--- src/rtl/rc4_pkg.sv ---
`default_nettype none
// =============================================================================
// rc4_pkg : shared RC4 types and sizes (S-RAM geometry, KSA state encoding)
// Revision: 1.0
// =============================================================================
package rc4_pkg;

    localparam int RAM_DEPTH = 256;
    localparam int S_ADDR_W  = 8;

    typedef logic [7:0] s_byte_t;

    typedef enum logic [3:0] {
        KSA_IDLE  = 4'd0,
        KSA_RD_I  = 4'd1,
        KSA_WT_I  = 4'd2,
        KSA_CAP_I = 4'd3,
        KSA_RD_J  = 4'd4,
        KSA_WT_J  = 4'd5,
        KSA_CAP_J = 4'd6,
        KSA_WR_I  = 4'd7,
        KSA_WR_J  = 4'd8,
        KSA_DONE  = 4'd9
    } ksa_state_t;

endpackage : rc4_pkg
`default_nettype wire

--- src/rtl/ksa_swapper_if.sv ---
`default_nettype none
// =============================================================================
// ksa_swapper_if : start/finished handshake, key and single-port S-RAM bus
// Revision: 1.0
// =============================================================================
interface ksa_swapper_if #(
    parameter int KEY_BYTES = 3,
    parameter int ADDR_W    = 8
) ();
    import rc4_pkg::*;

    logic                   start;
    logic [8*KEY_BYTES-1:0] secret_key;
    s_byte_t                ram_out;
    logic [ADDR_W-1:0]      address;
    s_byte_t                ram_in;
    logic                   write_enable;
    logic                   finished;

    // master = controller + RAM side, slave = the KSA engine
    modport master (
        output start, secret_key, ram_out,
        input  address, ram_in, write_enable, finished
    );

    modport slave (
        input  start, secret_key, ram_out,
        output address, ram_in, write_enable, finished
    );

endinterface : ksa_swapper_if
`default_nettype wire

--- src/rtl/ksa_swapper_key_byte_select.sv ---
`default_nettype none
// =============================================================================
// key_byte_select : picks key byte kidx from an MSB-first packed secret key
// Revision: 1.0
// =============================================================================
module key_byte_select
    import rc4_pkg::*;
#(
    parameter int KEY_BYTES = 3,
    parameter int KIDX_W    = (KEY_BYTES > 1) ? $clog2(KEY_BYTES) : 1
) (
    input  wire logic [8*KEY_BYTES-1:0] secret_key_i,
    input  wire logic [KIDX_W-1:0]      kidx_i,
    output s_byte_t                     key_byte_o
);

    always_comb begin
        key_byte_o = '0;
        for (int b = 0; b < KEY_BYTES; b++) begin
            if (kidx_i == KIDX_W'(b)) begin
                key_byte_o = secret_key_i[8*(KEY_BYTES-b)-1 -: 8];
            end
        end
    end

endmodule : key_byte_select
`default_nettype wire

--- src/rtl/ksa_swapper.sv ---
`default_nettype none
// =============================================================================
// ksa_swapper : RC4 key-scheduling swap engine on a shared single-port S-RAM
// Option macro: KSA_SKIP_SELF_SWAP_EN (skip read/write of S[j] when j == i)
// Revision: 1.0
// =============================================================================
module ksa_swapper
    import rc4_pkg::*;
#(
    parameter int KEY_BYTES = 3,
    parameter int ADDR_W    = S_ADDR_W
) (
    input  wire logic    clk,
    input  wire logic    reset,
    ksa_swapper_if.slave bus
);

    localparam int                KIDX_W    = (KEY_BYTES > 1) ? $clog2(KEY_BYTES) : 1;
    localparam logic [KIDX_W-1:0] KIDX_LAST = KIDX_W'(KEY_BYTES - 1);

    ksa_state_t          state_q, state_d;
    s_byte_t             i_q, i_d, j_q, j_d, si_q, si_d, sj_q, sj_d;
    logic [KIDX_W-1:0]   kidx_q, kidx_d;

    s_byte_t             w_key_byte, w_j_sum, w_ram_in;
    logic [ADDR_W-1:0]   w_address;
    logic                w_we, w_finished;

    key_byte_select #(
        .KEY_BYTES (KEY_BYTES),
        .KIDX_W    (KIDX_W)
    ) u_key_sel (
        .secret_key_i (bus.secret_key),
        .kidx_i       (kidx_q),
        .key_byte_o   (w_key_byte)
    );

    assign w_j_sum = j_q + bus.ram_out + w_key_byte;

    always_ff @(posedge clk or posedge reset) begin
        if (reset) begin
            state_q <= KSA_IDLE;
            i_q     <= '0;
            j_q     <= '0;
            si_q    <= '0;
            sj_q    <= '0;
            kidx_q  <= '0;
        end else begin
            state_q <= state_d;
            i_q     <= i_d;
            j_q     <= j_d;
            si_q    <= si_d;
            sj_q    <= sj_d;
            kidx_q  <= kidx_d;
        end
    end

    always_comb begin
        state_d    = state_q;
        i_d        = i_q;
        j_d        = j_q;
        si_d       = si_q;
        sj_d       = sj_q;
        kidx_d     = kidx_q;
        w_address  = '0;
        w_ram_in   = '0;
        w_we       = 1'b0;
        w_finished = 1'b0;

        case (state_q)
            KSA_IDLE: begin
                if (bus.start) begin
                    i_d     = '0;
                    j_d     = '0;
                    kidx_d  = '0;
                    state_d = KSA_RD_I;
                end
            end
            KSA_RD_I: begin
                w_address = ADDR_W'(i_q);
                state_d   = KSA_WT_I;
            end
            KSA_WT_I: begin
                w_address = ADDR_W'(i_q);
                state_d   = KSA_CAP_I;
            end
            KSA_CAP_I: begin
                w_address = ADDR_W'(i_q);
                si_d      = bus.ram_out;
                j_d       = w_j_sum;
                state_d   = KSA_RD_J;
`ifdef KSA_SKIP_SELF_SWAP_EN
                // S[i] and S[j] are the same byte: nothing to swap
                if (w_j_sum == i_q) begin
                    if (i_q == 8'hFF) begin
                        state_d = KSA_DONE;
                    end else begin
                        i_d     = i_q + 8'd1;
                        kidx_d  = (kidx_q == KIDX_LAST) ? '0 : kidx_q + 1'b1;
                        state_d = KSA_RD_I;
                    end
                end
`endif
            end
            KSA_RD_J: begin
                w_address = ADDR_W'(j_q);
                state_d   = KSA_WT_J;
            end
            KSA_WT_J: begin
                w_address = ADDR_W'(j_q);
                state_d   = KSA_CAP_J;
            end
            KSA_CAP_J: begin
                w_address = ADDR_W'(j_q);
                sj_d      = bus.ram_out;
                state_d   = KSA_WR_I;
            end
            KSA_WR_I: begin
                w_address = ADDR_W'(i_q);
                w_ram_in  = sj_q;
                w_we      = 1'b1;
                state_d   = KSA_WR_J;
            end
            KSA_WR_J: begin
                w_address = ADDR_W'(j_q);
                w_ram_in  = si_q;
                w_we      = 1'b1;
                if (i_q == 8'hFF) begin
                    state_d = KSA_DONE;
                end else begin
                    i_d     = i_q + 8'd1;
                    kidx_d  = (kidx_q == KIDX_LAST) ? '0 : kidx_q + 1'b1;
                    state_d = KSA_RD_I;
                end
            end
            KSA_DONE: begin
                w_finished = 1'b1;
                if (!bus.start) begin
                    state_d = KSA_IDLE;
                end
            end
            default: begin
                state_d = KSA_IDLE;
            end
        endcase
    end

    assign bus.address      = w_address;
    assign bus.ram_in       = w_ram_in;
    assign bus.write_enable = w_we;
    assign bus.finished     = w_finished;

endmodule : ksa_swapper
`default_nettype wire

--- src/flat_wrapper.sv ---
// flat-port wrapper written by rule: the top's interface ports become plain ports
module ksa_swapper_flat import rc4_pkg::*;
#(
    parameter int KEY_BYTES = 3,
    parameter int ADDR_W    = S_ADDR_W
)
  (clk, reset, bus_start, bus_secret_key, bus_ram_out, bus_address, bus_ram_in, bus_write_enable, bus_finished);
  ksa_swapper_if #(.KEY_BYTES(KEY_BYTES), .ADDR_W(ADDR_W)) bus_i ();
  input  wire logic clk;
  input  wire logic reset;
  input wire logic [$bits(bus_i.start)-1:0] bus_start;
  input wire logic [$bits(bus_i.secret_key)-1:0] bus_secret_key;
  input wire logic [$bits(bus_i.ram_out)-1:0] bus_ram_out;
  output wire logic [$bits(bus_i.address)-1:0] bus_address;
  output wire logic [$bits(bus_i.ram_in)-1:0] bus_ram_in;
  output wire logic [$bits(bus_i.write_enable)-1:0] bus_write_enable;
  output wire logic [$bits(bus_i.finished)-1:0] bus_finished;
  assign bus_i.start = bus_start;
  assign bus_i.secret_key = bus_secret_key;
  assign bus_i.ram_out = bus_ram_out;
  assign bus_address = bus_i.address;
  assign bus_ram_in = bus_i.ram_in;
  assign bus_write_enable = bus_i.write_enable;
  assign bus_finished = bus_i.finished;
  ksa_swapper #(.KEY_BYTES(KEY_BYTES), .ADDR_W(ADDR_W)) u_core (.clk(clk), .reset(reset), .bus(bus_i));
endmodule
--- config.mk ---
export PLATFORM = sky130hd
export DESIGN_NAME = ksa_swapper_flat
export DESIGN_NICKNAME = d
export VERILOG_FILES = /design/src/rtl/rc4_pkg.sv /design/src/rtl/ksa_swapper_if.sv /design/src/rtl/ksa_swapper_key_byte_select.sv /design/src/rtl/ksa_swapper.sv /design/src/flat_wrapper.sv
export SDC_FILE = /design/constraint.sdc
export NUM_CORES = 1
export LEC_CHECK = 0
export ABC_AREA = 1
export ABC_CLOCK_PERIOD_IN_PS = 6570
export CORE_AREA = 2 2 71 73
export DETAILED_ROUTE_END_ITERATION = 12
export DIE_AREA = 0 0 73 75
export HOLD_SLACK_MARGIN = 0.03
export PLACE_DENSITY = 0.81
export SYNTH_ARGS = -nofsm -noshare
export SYNTH_HDL_FRONTEND = slang
export SYNTH_SLANG_ARGS = --single-unit
--- constraint.sdc ---
create_clock -name clk -period 6.57 [get_ports clk]
set_input_delay 1.314 -clock clk [delete_from_list [all_inputs] [get_ports clk]]
set_output_delay 1.314 -clock clk [all_outputs]
set_load 0.005 [all_outputs]
# Word-level counts from Yosys, hierarchy flattened
# Index checks and enable logic that the tools add are counted.
dict set report totals {
  word_cells 54
  mem_bits_rw 0
  memories 0
  inputBits 35
  mem_bits_ro 0
  latch_bits 0
  out_inout_bits 18
  ff_bits 38
}
dict set report classes {
  n_addsub 4
  eq_ne 15
  n_reduce_logical 10
  mul 0
  shift 0
  mux 19
  bitwise_logic 0
  n_lt_le_gt_ge 0
  n_div 0
}
# operator n
set op_table {}
lappend op_table {{$pmux W8 S2} 4}
lappend op_table {{$mux W8} 5}
lappend op_table {{$pmux W4 S10} 1}
lappend op_table {{$add A8 B8 Y8} 2}
lappend op_table {{$eq A4 B3 Y1 const B} 4}
lappend op_table {{$mux W4} 3}
lappend op_table {{$add A8 B1 Y8 const B} 1}
lappend op_table {{$eq A4 B2 Y1 const B} 2}
lappend op_table {{$eq A4 B4 Y1 const B} 2}
lappend op_table {{$eq A8 B8 Y1 const B} 1}
lappend op_table {{$reduce_or A4 Y1} 2}
lappend op_table {{$mux W2} 3}
lappend op_table {{$ne A2 B2 Y1 const B} 3}
lappend op_table {{$eq A4 B1 Y1 const B} 1}
lappend op_table {{$logic_not A4 Y1} 1}
lappend op_table {{$pmux W2 S2} 1}
lappend op_table {{$reduce_and A2 Y1} 2}
lappend op_table {{$reduce_bool A2 Y1} 2}
lappend op_table {{$reduce_and A3 Y1} 1}
lappend op_table {{$add A2 B1 Y2 const B} 1}
lappend op_table {{$eq A2 B1 Y1 const B} 1}
lappend op_table {{$eq A2 B2 Y1 const B} 1}
lappend op_table {{$logic_not A2 Y1} 1}
lappend op_table {{$mux W1} 2}
lappend op_table {{$reduce_or A2 Y1} 1}

# Longest topological paths before layout
# Gate-level depths: netlist of run 1.
dict set report depth {
  word_depth 6
  ltp_mapped 18
  mapped_depth_nobuf 17
}

# By module
# Synthesis of run 1 repeated with hierarchy kept, for this count alone.
dict set report hier_totals {
  hier_cells 334
  hier_area_um2 2570.0
}
# module area_per_inst_um2 n_inst cells_per_inst seq_area_each_um2
set by_module_without_submodules {}
lappend by_module_without_submodules {ksa_swapper 2382.3 1 297 950.9}
lappend by_module_without_submodules {key_byte_select 187.7 1 37 0.0}

# Least setup slack after synthesis of run 1
# OpenSTA, ideal clock, no wires.
dict set report synth_path {
  kind {input -> register}
  startpoint {input bus_secret_key[17]}
  endpoint {register u_core.j_q[7]}
  slack_ns 3.320
  required_ns 6.453
  path_buffers 0
  setup_time_ns 0.117
  stages 14
  arrival_time_ns 3.132
  path_cell_list {o21ai_0 nor2_1 a21oi_1 fa_1 inv_1 ha_1 inv_1 fa_1 inv_1 nand4_1 nand3_1 nand3_1 nand3_1 nand2_1}
}
dict set report synth_between {
  elab_chain_len 5
}
# item line
set synth_lines {}
lappend synth_lines {{start: declaration} flat_wrapper.sv:12} ;# input wire logic [$bits(bus_i.secret_key)-1:0] bus_secret_key;
lappend synth_lines {{$mux W8 (3 in series)} ksa_swapper_key_byte_select.sv:20} ;# if (kidx_i == KIDX_W'(b)) begin
lappend synth_lines {{$add A8 B8 Y8} ksa_swapper.sv:38} ;# assign w_j_sum = j_q + bus.ram_out + w_key_byte;
lappend synth_lines {{$pmux W8 S2} ksa_swapper.sv:70} ;# case (state_q)
lappend synth_lines {{end signal: assignment} ksa_swapper.sv:51} ;# j_q <= j_d;
lappend synth_lines {{end: declaration} ksa_swapper.sv:22} ;# s_byte_t i_q, i_d, j_q, j_d, si_q, si_d, sj_q, sj_d;
# Every way passes these cells.
# A chain may end at the register's enable or synchronous reset.

# Worst setup path in the final report of run 1
dict set report layout_path {
  startpoint {register u_core.state_q[3]}
  endpoint {output bus_address[2]}
}
dict set report layout_between {
  elab_chain_len 3
  elab_cells_between_ends 11
  classes_between {8 x eq/ne; 1 x mux; 2 x reduce/logical}
}
# item line
set layout_lines {}
lappend layout_lines {{start: declaration} ksa_swapper.sv:21} ;# ksa_state_t state_q, state_d;
lappend layout_lines {{start signal: assignment} ksa_swapper.sv:49} ;# state_q <= state_d;
lappend layout_lines {{$eq A4 B3 Y1, or another cell as far along} ksa_swapper.sv:70}
lappend layout_lines {{$reduce_or A4 Y1 (no source line)} -}
lappend layout_lines {{$pmux W8 S2 *} ksa_swapper.sv:70}
lappend layout_lines {{end: declaration} flat_wrapper.sv:14} ;# output wire logic [$bits(bus_i.address)-1:0] bus_address;
# Every way passes the cells marked *; elsewhere a longest branch is shown, timed or not.

==> results of run 1 <==
final timing paths:
| kind | to | start | depth (start not counted) |
|---|---|---|---|
| setup / recovery | bus_address[2] | u_core.state_q[3] | 6 |
| hold / removal | u_core.si_q[0] | u_core.si_q[0] | 2 |
| setup reg to reg | u_core.j_q[7] | u_core.kidx_q[1] | 16 |
| hold reg to reg | u_core.si_q[0] | u_core.si_q[0] | 2 |
| max in group asynchronous | u_core.j_q[1] | reset | 3 |
| min in group asynchronous | u_core.state_q[0] | reset | 3 |
final cells by class:
cell class	instances	area, µm²	share of cell area
multi-input combinational	211	1340	0.409
sequential	38	951	0.292
timing repair buffer	53	528	0.162
inverter	62	243	0.0744
clock buffer	5	68.8	0.0211
clock inverter	3	68.8	0.0211
tap	54	67.6	0.0207
synthesized netlist by cell type, drive strengths merged:
cell,number,area share
nor3,3,0.0058
a21oi,8,0.017
a21o,1,0.0029
a32o,8,0.031
ha,7,0.034
a31o,1,0.0034
o31ai,2,0.0058
xor2,5,0.017
nand3b,1,0.0029
nand3,17,0.040
nand4,3,0.0073
o221ai,3,0.010
nor2,26,0.050
inv,62,0.094
nand2,74,0.13
fa,8,0.062
a31oi,1,0.0024
buf,6,0.013
o21ai,27,0.056
o22ai,16,0.046
dfrtp,38,0.37
clkbuf,2,0.0029
power by group through the flow:
stage | Combinational, mW | Sequential, mW | Clock [mW]
2_1_floorplan | 0.704 | 0.395 | 0
3_3_place_gp | 0.912 | 0.411 | 0
3_5_place_dp | 0.950 | 0.419 | 0
4_1_cts | 0.959 | 0.416 | 0.248
5_1_grt | 1.09 | 0.428 | 0.256
6_report | 0.959 | 0.418 | 0.247
routing by layer:
metal	global-route usage	wire (µm)	vias up	share of wire
li1	-	-	1147	-
met5	0	0	-	0
met4	0.0823	115	0	0.018
met3	0.0348	219	9	0.035
met1	0.308	2600	1117	0.42
met2	0.455	3300	56	0.53
logic make-up after synthesis:
| logic type | synth area share |
|---|---|
| compound gates | 0.175 |
| fa+ha+maj | 0.0964 |
| buf+inv | 0.110 |
| flops | 0.370 |
| xor+xnor | 0.0170 |
| simple gates | 0.231 |
placed cells by master, fill, tap and decap left out, drive strengths merged, types with 2 or more instances in the layout:
cell,netlist,final
a32o,8,8
nor3,3,3
o22ai,16,16
dfrtp,38,38
inv,62,62
bufinv,0,2
nor2,26,26
fa,8,8
clkdlybuf4s50,0,52
clkbuf,2,5
xor2,5,5
ha,7,7
o221ai,3,3
nand2,74,74
a21oi,8,8
nand3,17,17
o21ai,27,27
nand4,3,3
o31ai,2,2
flip-flops by register name, summed over array words and instances, names as in the netlist:
register,cells
u_core.i_q,8
u_core.j_q,8
u_core.si_q,8
u_core.kidx_q,2
u_core.sj_q,8
u_core.state_q,4
through the flow:
stage	hold slack [ns]	area [µm²]	power [mW]
2_1_floorplan	0.453	2570	1.10
3_3_place_gp	0.467	3120	1.32
3_5_place_dp	0.480	3120	1.37
4_1_cts	0.498	3260	1.62
5_1_grt	0.534	3260	1.78
6_report	0.500	3260	1.62
worst reg2reg max path, delay by kind of cell, from the launching register on:
| kind | cells | cell delay [ns] |
|---|---|---|
| AO/OA/AOI/OAI | 1 | 0.18 |
| adder cells (fa/ha/maj) | 3 | 1.01 |
| flip-flops | 1 | 0.38 |
| buffers and inverters | 4 | 0.50 |
| AND/OR/NAND/NOR | 8 | 0.84 |
==> flow_summary.ini, run 1 <==
[run_status]
status = finished clean

[critical_path]
r2r_slack_ns = 3.56
worstPathRequired_ns = 5.26
path_max_fanout = 11
crit_path_start_kind = flop
endpoint_kind = output port
arrival_ns = 2.52
cp_slowest_cell = nor2_1
critical_path.most_common_cell = nand2_1
cpPeakStageDelay_ns = 0.68
path_buf_inv = 2
critPathTopFamily = simple AND/OR/NAND/NOR gates
path_cells = nor2_1, nand2_1, nand2_1, inv_2, o22ai_1, clkdlybuf4s50_1
crit_type = reg2out

[logic_synthesis]
syn_inst = 319
syn_area_mm2 = 0.00257
synth.distinct_cells = 38
ys_warn_count = 0
ys_seq_area_frac = 0.370
synth_fp_nets = 369
syn_avg_cell_area_um2 = 8.05
ys_seq_elements = 38

[clocking]
hold_buffers = 0
cts_buffers = 5
post_cts_buffers = 0
cts-resized-gates = 0
clockBufferDepth = 2
htreeDepth = 2
insertion_delay_ns = 0.30
clock-root-buffer = clkbuf_8
clkTransAtPathRegs_ns = 0.08
cts_sinks = 38
cts_tree = done

[timing]
period_needed_ns = 3.84
slew_headroom = 0.447
worstMarginPinSlew_ns = 0.827
max_freq_mhz = 261
setup_viol = 0
fin_setup_tns_ns = 0
post-route-period-util = 0.584
rsz0062_at_grt = false
setup_ws_ns = 2.73
maxSlewViolCount = 0
skew_ns = 0.00330
hold_violations = 0

[pwr]
leakagePower_nw = 1.58
clkPwrFrac = 0.152
power_frac_seq = 0.257
switching_power_mw = 0.743
switching_share = 0.458
intPower_mw = 0.880
combPwrFrac = 0.591
powerDensity_mw_per_mm2 = 498
vdd_ir_drop_max_mv = 0.309

[layout]
layout-drive-gt1-share = 0.0995
fin_nets = 421
fillers = 362
syn2layout_area_growth_pct = 27.0
fin_util = 0.700
num_antenna_cells = 0
final_cells = 426

[grt]
grt_pass1_wl_um = 10500
gr-total-overflow = 0
grt_max_degree = 39
grt_pass1_vias = 2331
grt.total_usage = 0.251
antenna_found_initial = 0

[floorplan]
start_util = 0.551
die-area_mm2 = 0.00548
coreArea_mm2 = 0.00466
num_rows = 25
ioPinCount = 53
die_h_um = 75
die_w_um = 73

[worst_hold_path]
hold_class = reg2reg

[flow_run]
drv_cap = 0

[routing]
drc = 0
dr_total_vias = 2329
drt_iter0_markers = 109
ant_nets = 0
first_pass_iters = 4
viasPerCell = 5.47
routedWlPerCell_um = 14.6
routed_wl_um = 6230

[place]
dp_slack_ns = 2.72
gp_congestion = 0.892
dp.cells = 418
hpwl_um = 4810
port_buffers = 52
Note: power is estimated with default switching activity, not from simulation.
==> run 2, diff against run 1 <==
Settings changed: ABC_CLOCK_PERIOD_IN_PS 6570 to 3700, CORE_AREA 2 2 71 73 to 2 2 74 76, DIE_AREA 0 0 73 75 to 0 0 76 78, PLACE_DENSITY 0.81 to 0.75.
Clock period 6.57 ns to 3.7 ns, I/O delays scaled along.
==> run 2 against run 1 <==
  * Flip-flop and latch count did not move
  * Non-clock buffer count rose by 2
  * Worst setup slack got worse by 2.1 ns
  * Critical endpoint is now bus_address[1]
==> flow_summary.ini, run 2 (same netlist as run 1, synthesis figures left out) <==
[routing]
drc = 0
ant_nets = 0
drt_iter0_markers = 129
viasPerCell = 5.06
routed_wl_um = 5990
first_pass_iters = 4
routedWlPerCell_um = 13.5
dr_total_vias = 2245

[pwr]
leakagePower_nw = 1.59
total_power_mw = 2.86
powerDensity_mw_per_mm2 = 867
vdd_ir_drop_max_mv = 0.669

[run_status]
status = finished clean

[floorplan]
die-area_mm2 = 0.00593
die_h_um = 78
die_w_um = 76
num_rows = 26
ioPinCount = 53
start_util = 0.509
coreArea_mm2 = 0.00504

[timing]
post-route-period-util = 0.817
skew_ns = 0.00845
max_freq_mhz = 331
setup_viol = 0
fin_setup_tns_ns = 0
slew_headroom = 0.464
period_needed_ns = 3.02
worstMarginPinSlew_ns = 0.804
hold-worst-slack_ns = 0.493
maxSlewViolCount = 0
hold_violations = 0
rsz0062_at_grt = false

[clocking]
cts_tree = done
cts_buffers = 5
htreeDepth = 2
clock-root-buffer = clkbuf_8
post_cts_buffers = 0
insertion_delay_ns = 0.29
clockBufferDepth = 2
cts_sinks = 38
hold_buffers = 0
clkTransAtPathRegs_ns = 0.08
cts-resized-gates = 0

[critical_path]
endpoint_kind = output port
worstPathRequired_ns = 2.96
crit_path_start_kind = flop
path_cells = nor2_2, nand2_4, nor2_8, inv_4, nand2_1, inv_2, o22ai_1, clkdlybuf4s50_1
crit_type = reg2out
cpPeakStageDelay_ns = 0.54
arrival_ns = 2.28
path_max_fanout = 13
cp_slowest_cell = clkdlybuf4s50_1

[place]
hpwl_um = 4620
gp_congestion = 0.867
dp.cells = 436
port_buffers = 52

[grt]
grt.total_usage = 0.209
antenna_found_initial = 0
grt_pass1_wl_um = 9980
gr-total-overflow = 0
grt_pass1_vias = 2103
grt_max_degree = 26

[layout]
final_cells = 444
fin_nets = 423
num_antenna_cells = 0
final_common_cell = nand2_1
layout-drive-gt1-share = 0.104
syn2layout_area_growth_pct = 28.3
fin_util = 0.654
mostFrequentLayoutCells = 66 x nand2_1, 56 x inv_1, 52 x clkdlybuf4s50_1, 38 x dfrtp_1, 21 x nor2_1

[worst_hold_path]
hold_class = reg2reg

[flow_run]
drv_cap = 0
[run 2: cell count changes in the layout (fill, tap and decap cells not counted)]
cell	previous run	this run
buf_4	1	3
[run 2: layout make-up]
type                       instances  area [µm²]
clock buffer                       5        68.8
clock inverter                     3        68.8
timing repair buffer              55         543
tap                               70        87.6
inverter                          62         243
sequential                        38         951
fill                             446        1750
multi-input combinational        211        1340
[run 2: worst paths after layout]
check | endpoint | cells past startpoint | from | slack, ns
min in group asynchronous | u_core.i_q[6] | 2 | reset | 0.90
worst max register to register | u_core.j_q[5] | 13 | u_core.kidx_q[1] | 0.85
max in group asynchronous | u_core.j_q[3] | 3 | reset | 2.04
worst max-delay path | bus_address[1] | 8 | u_core.state_q[0] | 0.68
worst min-delay path | u_core.sj_q[3] | 2 | u_core.sj_q[3] | 0.49
worst min register to register | u_core.sj_q[3] | 2 | u_core.sj_q[3] | 0.49
[run 2: critical path: cells and delay by family (launching register included)]
family | cells | cell delay (ns)
buffers and inverters | 3 | 0.73
and+or+nand+nor | 4 | 0.68
DFF | 1 | 0.41
AOI/OAI and AO/OA | 1 | 0.16
[run 2: per-stage QoR]
step           instance area (µm²)  worst slack, ns
6_report                      3300            0.677
5_1_grt                       3300            0.531
4_1_cts                       3300            0.658
3_5_place_dp                  3160            0.475
2_1_floorplan                 2570             1.02
3_3_place_gp                  3160            0.517
[run 2: layer usage]
layer  track usage  vias up  share of wire
met5             0        -              0
li1              -     1149              -
met3        0.0302        6          0.032
met1         0.287     1050           0.46
met4        0.0491        0         0.0098
met2         0.354       40           0.50
[run 2: where the power goes]
group | leakage [nW] | switching, mW | internal (mW) | total [mW]
Combinational | 1.04 | 0.997 | 0.702 | 1.70
Clock | 0.0683 | 0.162 | 0.270 | 0.432
Sequential | 0.483 | 0.126 | 0.603 | 0.729
Total | 1.59 | 1.28 | 1.58 | 2.86
==> run 3, diff against run 2 <==
Settings changed: ABC_CLOCK_PERIOD_IN_PS 3700 to 2840.
Clock period 3.7 ns to 2.84 ns, I/O delays scaled along.
==> run 3 against run 2 <==
  * Combinational power rose by 38%
  * Flip-flop and latch count did not move
  * Non-clock buffer count rose by 6
  * Routed wire length rose by 1.9%
  * Critical path type is now in2reg
  * Critical endpoint is now u_core.j_q[5]
  * Highest routed layer unchanged
==> flow_summary.ini, run 3 (same netlist as run 1, synthesis figures left out) <==
[clocking]
clkTransAtPathRegs_ns = 0.08
insertion_delay_ns = 0.29
cts_tree = done
cts_sinks = 38
hold_buffers = 0
post_cts_buffers = 0
htreeDepth = 2
clock-root-buffer = clkbuf_8
cts_buffers = 5
clockBufferDepth = 2

[critical_path]
reg2reg_depth = 12
cpPeakStageDelay_ns = 0.54
path_cells = clkdlybuf4s50_1, nor2_1, nor2_1, a21oi_2, fa_1, inv_1, ha_2, inv_1, fa_2, inv_2, a31oi_1, xor2_1, o21ai_0
crit_path_start_kind = input port
worstPathRequired_ns = 3.01
worstReg2RegEnd = u_core.j_q[5]
path_max_fanout = 2
reg2reg_from = u_core.kidx_q[0]
crit_type = in2reg
endpoint_kind = flop
cp_slowest_cell = fa_1
arrival_ns = 2.83
r2r_slack_ns = 0.27

[pwr]
powerDensity_mw_per_mm2 = 1130
total_power_mw = 3.77
leakagePower_nw = 1.61
vdd_ir_drop_max_mv = 0.699

[grt]
grt_max_degree = 39
gr-total-overflow = 0
antenna_found_initial = 0
grt.total_usage = 0.215
grt_pass1_wl_um = 10100
grt_pass1_vias = 2165

[timing]
setup_viol = 0
rsz0062_at_grt = false
skew_ns = 0.00380
setup_ws_ns = 0.173
hold_violations = 0
max_freq_mhz = 375
worstMarginPinSlew_ns = 0.548
maxSlewViolCount = 0
slew_headroom = 0.632
period_needed_ns = 2.67
fin_setup_tns_ns = 0
post-route-period-util = 0.939

[layout]
fillers = 433
final_common_cell = nand2_1
num_antenna_cells = 0
mostFrequentLayoutCells = 66 x nand2_1, 54 x inv_1, 52 x clkdlybuf4s50_1, 37 x dfrtp_1, 21 x nor2_1
fin_nets = 429
syn2layout_area_growth_pct = 29.8
postLayoutCellArea_mm2 = 0.00333
layout-drive-gt1-share = 0.137

[routing]
viasPerCell = 5.13
ant_nets = 0
drt_iter0_markers = 146
drc = 0
dr_total_vias = 2308
first_pass_iters = 4
routedWlPerCell_um = 13.6
routed_wl_um = 6110

[place]
place_area_mm2 = 0.00320
gp_congestion = 0.890
hpwl_um = 4770
dp_slack_ns = -0.263
port_buffers = 52

[floorplan]
start_util = 0.509
die-area_mm2 = 0.00593
ioPinCount = 53
num_rows = 26
die_h_um = 78
coreArea_mm2 = 0.00504
die_w_um = 76

[worst_hold_path]
min_to = u_core.sj_q[3]
hp-start = u_core.sj_q[3]
whs_path_depth = 2
hold_class = reg2reg

[run_status]
status = finished clean

[flow_run]
drv_cap = 0
-- run 3: cell count changes in the layout (fill, tap and decap cells not counted), moves of 2 or more --
cell	before	now
buf_4	3	9
clkinvlp_4	0	2
inv_1	56	54
inv_2	4	6
-- run 3: area by class of cell --
class | count | area [µm²] | area share
well taps | 70 | 87.6 | 0.0263
multi-input cells | 211 | 1350 | 0.405
inverters | 62 | 243 | 0.0728
clock inverters | 3 | 45.0 | 0.0135
repair buffers | 61 | 588 | 0.176
flip-flops and latches | 38 | 952 | 0.286
clock buffers | 5 | 68.8 | 0.0206
-- run 3: what timing repair did --
action                                  4_1_cts  5_1_grt
endpoints found under the setup margin        0        4
hold endpoints to repair                      0        0
resized for setup                             0        8
-- run 3: critical path, delay by kind of cell --
kind,cells,cell delay (ns)
adders and majority gates,3,0.93
AOI/OAI and AO/OA,3,0.34
and+or+nand+nor,2,0.18
xor gates and xnor gates,1,0.18
buffers and inverters,4,0.63
-- run 3: how the worst max path moves through the flow --
| stage | from | endpoint | slack (ns) |
|---|---|---|---|
| 2_1_floorplan | u_core.kidx_q[1] | u_core.j_q[7] | 0.23 |
| 3_3_place_gp | bus_secret_key[17] | u_core.j_q[7] | -0.15 |
| 3_5_place_dp | bus_secret_key[17] | u_core.j_q[7] | -0.26 |
| 4_1_cts | bus_secret_key[17] | u_core.j_q[7] | 0.05 |
| 5_1_grt | bus_secret_key[17] | u_core.j_q[7] | 0.01 |
| 6_report | bus_secret_key[9] | u_core.j_q[5] | 0.17 |
-- run 3: routing by layer --
layer  GRT usage  vias up  part of all wire
met5           0        -                 0
met4      0.0709        0             0.014
met3      0.0337        9             0.039
met2       0.362       61              0.50
met1       0.284     1076              0.44
li1            -     1162                 -
-- run 3: stage by stage --
stage	utilization	cells	hold slack, ns
3_5_place_dp	0.635	442	0.474
5_1_grt	0.661	450	0.530
4_1_cts	0.658	450	0.494
6_report	0.661	450	0.489
2_1_floorplan	-	319	0.453
3_3_place_gp	0.635	442	0.468
-- run 3: where the power goes --
group,switching (mW),internal [mW]
Combinational,1.33,1.01
Sequential,0.174,0.786
Clock,0.214,0.261
Total,1.72,2.05
